<file path="config.mk">
export PLATFORM = sky130hd
export DESIGN_NAME = fetch_pc_unit
export DESIGN_NICKNAME = d
export VERILOG_FILES = /design/src/rtl/fetch_pc_unit_pkg.sv /design/src/rtl/fetch_pc_unit_branch_resolver.sv /design/src/rtl/fetch_pc_unit.sv
export SDC_FILE = /design/constraint.sdc
export NUM_CORES = 1
export LEC_CHECK = 0
export BUFFER_PORTS_ARGS = -buffer_cell sky130_fd_sc_hd__buf_2
export CAP_MARGIN = 0
export CORE_MARGIN = 1.5
export CORE_UTILIZATION = 25
export DETAILED_ROUTE_END_ITERATION = 7
export PLACE_DENSITY_LB_ADDON = 0.3
export SYNTH_ARGS = -nofsm -noshare
export SYNTH_HDL_FRONTEND = slang
export SYNTH_SLANG_ARGS = --single-unit
</file>
<file path="constraint.sdc">
create_clock -name CLK -period 2.9 [get_ports CLK]
set_input_delay 0.29 -clock CLK [delete_from_list [all_inputs] [get_ports CLK]]
set_output_delay 0.29 -clock CLK [all_outputs]
set_load 0.005 [all_outputs]
</file>
<file path="src/rtl/fetch_pc_unit_pkg.sv">
// Shared constants for the fetch/PC datapath stage.
//   - PCSrc encodings used by the control FSM
//   - Opcode and jump-target field positions within the instruction word
//   - Branch-tracker phase encodings
package fetch_pc_unit_pkg;

   localparam int unsigned DATA_W_DEF = 16;

   // Next-PC select encodings
   localparam logic [1:0] PCSRC_ALU = 2'b00;
   localparam logic [1:0] PCSRC_INC = 2'b01;
   localparam logic [1:0] PCSRC_REG = 2'b10;
   localparam logic [1:0] PCSRC_TGT = 2'b11;

   // Instruction field positions
   localparam int unsigned OPC_MSB = 15;
   localparam int unsigned OPC_LSB = 12;
   localparam int unsigned OPC_W   = OPC_MSB - OPC_LSB + 1;
   localparam int unsigned JTGT_W  = 12;  // pseudo-direct jump field IR[11:0]

   // Branch tracker phases
   localparam logic [0:0] BR_IDLE = 1'b0;
   localparam logic [0:0] BR_EVAL = 1'b1;

endpackage

</file>
<file path="src/rtl/fetch_pc_unit_branch_resolver.sv">
// Two-phase BEQ tracker.
// The first Branch cycle captures the ALU zero flag; the second Branch cycle
// decides whether the PC is redirected. Dropping Branch between the two
// cycles aborts the pair.
// Ports:
//   CLK, RST        clock, synchronous active-high reset
//   branch_i        Branch qualifier from the control FSM
//   zero_i          combinational ALU zero flag
//   take_branch_o   combinational: redirect PC on this edge
//   branch_taken_o  registered one-cycle pulse after a taken branch
module fetch_pc_unit_branch_resolver
   import fetch_pc_unit_pkg::*;
(
   input  logic CLK,
   input  logic RST,
   input  logic branch_i,
   input  logic zero_i,
   output logic take_branch_o,
   output logic branch_taken_o
);

   logic [0:0] br_phase_q;
   logic       zero_q;
   logic       br_taken_q;

   assign take_branch_o  = (br_phase_q == BR_EVAL) && branch_i && zero_q;
   assign branch_taken_o = br_taken_q;

   always_ff @(posedge CLK) begin
      if (RST) begin
         br_phase_q <= BR_IDLE;
         zero_q     <= 1'b0;
         br_taken_q <= 1'b0;
      end else begin
         br_taken_q <= take_branch_o;
         case (br_phase_q)
            BR_IDLE: begin
               if (branch_i) begin
                  zero_q     <= zero_i;
                  br_phase_q <= BR_EVAL;
               end
            end
            // Both resolve and abort end the pair
            default: br_phase_q <= BR_IDLE;
         endcase
      end
   end

endmodule

</file>
<file path="src/rtl/fetch_pc_unit.sv">
// Fetch/PC datapath stage: owns the program counter and instruction register.
// Ports:
//   CLK, RST     clock, synchronous active-high reset
//   PCSrc        next-PC select (ALU / PC+1 / RegA / target)
//   PCWrite      unconditional PC load enable (ignored while Branch=1)
//   Branch       conditional-branch qualifier, two-cycle BEQ protocol
//   IRWrite      IR load enable
//   MemData      instruction word from memory
//   ALUOut       ALU result register
//   RegA         jump-register source
//   Zero         ALU zero flag
//   PC, IR       current PC and instruction
//   Opcode       IR[15:12]
//   LinkAddr     pre-update PC for JAL link write
//   BranchTaken  one-cycle pulse after a taken BEQ
//   NextPC       selected next-PC value
module fetch_pc_unit
   import fetch_pc_unit_pkg::*;
#(
   parameter int unsigned        DATA_W   = DATA_W_DEF,
   parameter logic [DATA_W-1:0]  RESET_PC = '0,
   parameter int unsigned        OFF_W    = 8
) (
   input  logic              CLK,
   input  logic              RST,
   input  logic [1:0]        PCSrc,
   input  logic              PCWrite,
   input  logic              Branch,
   input  logic              IRWrite,
   input  logic [DATA_W-1:0] MemData,
   input  logic [DATA_W-1:0] ALUOut,
   input  logic [DATA_W-1:0] RegA,
   input  logic              Zero,
   output logic [DATA_W-1:0] PC,
   output logic [DATA_W-1:0] IR,
   output logic [OPC_W-1:0]  Opcode,
   output logic [DATA_W-1:0] LinkAddr,
   output logic              BranchTaken,
   output logic [DATA_W-1:0] NextPC
);

   logic [DATA_W-1:0] pc_q;
   logic [DATA_W-1:0] ir_q;
   logic [DATA_W-1:0] target;
   logic [DATA_W-1:0] br_off;
   logic              take_branch;

   // Sign-extended branch offset; PC already points past the branch
   assign br_off = {{(DATA_W - OFF_W){ir_q[OFF_W-1]}}, ir_q[OFF_W-1:0]};

   always_comb begin
      if (Branch) target = pc_q + br_off;
      else        target = {pc_q[DATA_W-1:JTGT_W], ir_q[JTGT_W-1:0]};
   end

   always_comb begin
      NextPC = target;
      unique case (PCSrc)
         PCSRC_ALU: NextPC = ALUOut;
         PCSRC_INC: NextPC = pc_q + {{(DATA_W - 1){1'b0}}, 1'b1};
         PCSRC_REG: NextPC = RegA;
         PCSRC_TGT: NextPC = target;
      endcase
   end

   fetch_pc_unit_branch_resolver u_branch_resolver (
      .CLK            (CLK),
      .RST            (RST),
      .branch_i       (Branch),
      .zero_i         (Zero),
      .take_branch_o  (take_branch),
      .branch_taken_o (BranchTaken)
   );

   // A taken branch always loads target regardless of PCSrc; any other
   // Branch cycle freezes the PC even if PCWrite is asserted.
   always_ff @(posedge CLK) begin
      if (RST) begin
         pc_q <= RESET_PC;
      end else if (take_branch) begin
         pc_q <= target;
      end else if (!Branch && PCWrite) begin
         pc_q <= NextPC;
      end
   end

   always_ff @(posedge CLK) begin
      if (RST)          ir_q <= '0;
      else if (IRWrite) ir_q <= MemData;
   end

   assign PC       = pc_q;
   assign IR       = ir_q;
   assign Opcode   = ir_q[OPC_MSB:OPC_LSB];
   assign LinkAddr = pc_q;

endmodule

</file>
# Yosys cells after proc, flatten, opt, wreduce, memory -nomap -nowiden
# Cells that the tools add are included.
dict set report op_classes {
  n_addsub 2
  n_eq_ne 3
  muxes 5
  n_bitwise 1
  n_reduce_logical 8
}
# op count
set ops {}
lappend ops {{16-bit case mux with 4 select lines} 1}
lappend ops {{16-bit 2-to-1 mux} 3}
lappend ops {{16-bit by 1-bit adder with 16-bit output (second input constant)} 1}
lappend ops {{16-bit adder} 1}
lappend ops {{2-bit == test (second input constant)} 2}
lappend ops {{1-bit logical AND} 3}
lappend ops {{2-bit by 1-bit == test with 1-bit output (second input constant)} 1}
lappend ops {{2-bit logical NOT} 1}
lappend ops {{2-bit AND reduction} 1}
lappend ops {{2-bit nonzero test} 1}
lappend ops {{2-bit OR reduction} 1}
lappend ops {{1-bit logical NOT} 1}
lappend ops {{1-bit 2-to-1 mux} 1}
lappend ops {{1-bit NOT} 1}
dict set report word_totals {
  register_bits 35
  in_bits 56
  elab_cells 24
}

# Logic depth before layout (Yosys ltp)
dict set report depth {
  word_depth 5
  ltp_mapped 10
  mapped_depth_nobuf 10
}

# Cells and area by module
# From an unflattened synthesis, not the netlist that was laid out.
dict set report hier_totals {
  cells_unflattened 387
  hier_area_um2 3154.3
}
# module instances cells_per_inst area_per_inst_um2 seq_area_each_um2
set modules_own_cells {}
lappend modules_own_cells {fetch_pc_unit 1 377 3035.4 640.6}
lappend modules_own_cells {fetch_pc_unit_branch_resolver 1 10 118.9 60.1}

# Least setup slack after synthesis
# Ideal clock, no wire load.
dict set report synth_path {
  kind {register to output}
  start {reg pc_q[4], in the netlist LinkAddr[4]}
  end {out NextPC[15]}
  t_arrival_ns 2.320
  required_time_ns 2.610
  setup_slack_ns 0.290
  stages_incl_launch_ff 9
  path_buffers 0
  path_cell_list {dfxtp_1 -> ha_1 -> and3_1 -> a221oi_2 -> a21oi_4 -> a311oi_1 -> o21ai_0 -> and3_1 -> or3_1}
}
dict set report synth_via {
  elab_chain_cells 3
}
# element line_no
set synth_lines {}
lappend synth_lines {{start: declaration} fetch_pc_unit.sv:42} ;# logic [DATA_W-1:0] pc_q;
lappend synth_lines {{start signal: assignment} fetch_pc_unit.sv:81} ;# pc_q <= target;
lappend synth_lines {{start signal: assignment} fetch_pc_unit.sv:83} ;# pc_q <= NextPC;
lappend synth_lines {{16-bit adder} fetch_pc_unit.sv:52} ;# if (Branch) target = pc_q + br_off;
lappend synth_lines {{16-bit 2-to-1 mux} fetch_pc_unit.sv:52}
lappend synth_lines {{16-bit case mux with 4 select lines (*)} fetch_pc_unit.sv:58} ;# unique case (PCSrc)
lappend synth_lines {{end: declaration} fetch_pc_unit.sv:39} ;# output logic [DATA_W-1:0] NextPC
# Mark *: on every way between the ends. The rest lies on a longest branch, timed or not.

# Final worst setup path
dict set report layout_path {
  start {reg pc_q[1], in the netlist LinkAddr[1]}
  end {out NextPC[15]}
}
# Same word-level chain as after synthesis.

==> flow_summary.yaml <==
run_status:
  status: "finished with violations"
  violations: "setup timing"
route:
  post_drt_wl_per_cell_um: 16.7
  viasPerCell: 4.90
  vias: 3413
  drc_errors: 0
  drtIter0Drc: 193
  totalWireLength_um: 11600
  first_pass_iters: 4
  antenna_left: 0
floorplan:
  core-area_um2: 12100
  std_cell_rows: 40
  start_util_pct: 25.6
  dieArea_um2: 13000
  die_h_um: 114
  die_w_um: 114
  ios: 125
pwr:
  power_switching_uw: 507
  intPower_uw: 1100
  ir_worst_vdd_mv: 0.205
  pwr-share-comb_pct: 29.5
  p_leak_uw: 0.00205
  power_density_nw_per_um2: 376
  p_clk_share_pct: 36.8
  power.share.sequential_pct: 33.8
  power_switching_share_pct: 31.6
placement:
  hpwl_um: 8710
  gp_congestion: 0.857
  port_buffers: 124
  placed_cells: 678
setup_path:
  critical-path-top-delay-family: "compound AO/OA/AOI/OAI gates"
  slowest_stage: "dfxtp_4"
  cp_num_buf_inv: 2
  rrSetupSlack_ns: 0.38
  startpoint_type: "flip-flop"
  end_kind: "primary output"
  critPathKind: "flip-flop to primary output"
  path_depth: 10
  worst_ep_arrival_time_ns: 2.64
  required_ns: 2.61
  cp_cell_sequence: "ha_4 -> a21o_1 -> a221oi_2 -> buf_4 -> a21oi_4 -> a311oi_2 -> o21ai_1 -> and3_1 -> or3_1 -> buf_2"
  cp_max_fo: 5
  slowest_delay_ns: 0.36
  worst_r2r_path_depth: 12
logic_synthesis:
  syn_area_um2: 3090
  syn_nets: 475
  ys_ff_latch: 35
  yosysSeqAreaShare_pct: 22.7
  async_flop_share_pct: 0
  yosysUniqueCellTypes: 56
  synth_ff_type: "dfxtp_1"
  yosys_warnings: 0
  synth_area_per_cell_um2: 7.69
  syn_inst: 402
  synth_edf_count: 0
cts:
  clk_latency_ns: 0.28
  cts.sinks: 35
  cts_buffer_depth: 2
  cts-root-buf: "clkbuf_16"
  cts.htree.levels: 2
  cts_buffers: 5
  cts_tree: "done"
  clkTransAtPathRegs_ns: 0.06
timing:
  period_share_pct: 101
  relSlewSlack_pct: 44.0
  max_slew.worst_pin.slew_ns: 0.836
  tns_ns: -0.0302
  hold_viol_final: 0
  fmax_mhz: 341
  slew_viol_final: 0
  report.final.setup_viol: 1
  grt_setup_unrepaired: "yes"
  fin_worst_skew_ns: 0.00453
  finalWorstSetupSlack_ns: -0.0302
  period_needed_ns: 2.93
hold_path:
  min_path_cells: 3
  hp-class: "input pin to flip-flop"
job:
  drv_cap: 0
final_layout:
  drive_above_1_share_pct: 39.4
  fillers: 1276
  multi_input_area_um2: 2240
  syn_to_final_growth_pct: 38.4
  seqCellArea_um2: 721
  final_cell_mix: "buf_2 (124), nor2_1 (62), buf_4 (34)"
  final_common_cell: "buf_2"
  final-instance-count-excl-fill: 696
  nets: 600
  antennaDiodeCount: 0
global_route:
  grt_usage_pct: 17.6
  grt-ovfl-total: 0
  grt_max_degree: 34
  grt_pass1_wl_um: 17600
  grt_pass1_vias: 3253
  antenna_found_initial: 0
cell families (layout without fill, tap and decap cells):
logic type | Yosys count | count (layout) | share of synthesized area (%)
simple gates | 136 | 136 | 19.9
compound gates | 103 | 103 | 22.8
buf+inv | 56 | 182 | 9.47
flops | 35 | 35 | 22.7
mux | 28 | 28 | 10.4
xor+xnor | 27 | 27 | 7.65
fa+ha+maj | 17 | 17 | 7.12
Yosys cell counts (all sizes together), types with 2 or more instances:
library cell | count | area [um^2]
nand3 | 10 | 50.1
nor2b | 4 | 25.0
a31oi | 9 | 56.3
nand2b | 2 | 12.5
o21a | 2 | 15.0
a221oi | 3 | 32.5
mux2 | 3 | 33.8
xnor2 | 16 | 140
nand4 | 6 | 37.5
mux4 | 3 | 67.6
o211ai | 6 | 45.0
o31ai | 2 | 15.0
dfxtp | 35 | 701
a22oi | 5 | 37.5
a311oi | 3 | 32.5
or2 | 3 | 18.8
buf | 26 | 180
o22ai | 6 | 37.5
a21o | 8 | 60.1
and3 | 5 | 31.3
nor2 | 62 | 233
xor2 | 11 | 96.3
nand2 | 28 | 105
clkbuf | 16 | 60.1
nor3 | 6 | 30.0
mux2i | 22 | 220
a2bb2oi | 2 | 17.5
inv | 14 | 52.6
or3 | 3 | 18.8
ha | 16 | 200
a2111oi | 2 | 23.8
o21ai | 18 | 90.1
a21oi | 26 | 145
and4 | 2 | 17.5
a211oi | 2 | 15.0
and2 | 3 | 18.8
state kept, by name, summed over array words and instances, names as in the netlist:
name                              count
IR                                   16
LinkAddr                             16
u_branch_resolver.br_phase_q          1
u_branch_resolver.branch_taken_o      1
u_branch_resolver.zero_q              1
per-layer routing:
| layer | routed length (um) | track usage (%) |
|---|---|---|
| met2 | 5510 | 29.8 |
| met4 | 170 | 4.17 |
| met3 | 534 | 2.65 |
| met5 | 0 | 0 |
| met1 | 5420 | 23.5 |
power by group through the flow:
stage	registers [uW]	clock network, uW	logic, uW
final	542	591	474
after global routing	546	627	522
after CTS	542	604	454
after detailed placement	550	0	445
after global placement	548	0	444
after floorplan	553	0	263
metrics by stage:
step,area (um^2),hold slack (ns),util [%],setup WS (ns),total power (uW)
4_1_cts,4120,0.238,34.2,0.000971,1600
6_report,4280,0.240,35.5,-0.0302,1610
5_1_grt,4280,0.255,35.5,-0.162,1700
3_3_place_gp,3880,0.470,32.1,0.0998,992
3_5_place_dp,3880,0.485,32.1,0.0971,994
2_1_floorplan,3090,0.359,-,0.290,815
final cells by class:
cell class,instances,share of cell area [%]
Sequential cell,35,16.8
Tap cell,168,4.91
Inverter,14,1.23
Timing Repair Buffer,160,21.0
Clock buffer,8,3.66
Multi-Input combinational cell,311,52.4
repair_timing:
| item | CTS | global route |
|---|---|---|
| resized for setup | 14 | 28 |
| setup endpoints to repair | 6 | 10 |
| buffers inserted | 5 | 5 |
| pin swaps | 5 | 23 |
| hold buffers | 0 | 0 |
path summary, 6_finish.rpt:
kind	from	end
max reg2reg	IR[0]	LinkAddr[4]
min	MemData[6]	IR[6]
min reg2reg	u_branch_resolver.zero_q	u_branch_resolver.zero_q
max	LinkAddr[1]	NextPC[15]
worst register-to-register path: stages, from the launching register on:
cell	delay [ns]
dfxtp_4	0.35
ha_4	0.16
fa_2	0.36
a21o_1	0.19
a21oi_2	0.14
buf_4	0.12
buf_4	0.11
xnor2_2	0.12
a211oi_2	0.11
o32a_1	0.38
a21o_1	0.16
a22oi_1	0.14
nor2_1	0.05
Note: power is estimated with default switching activity, not from simulation.
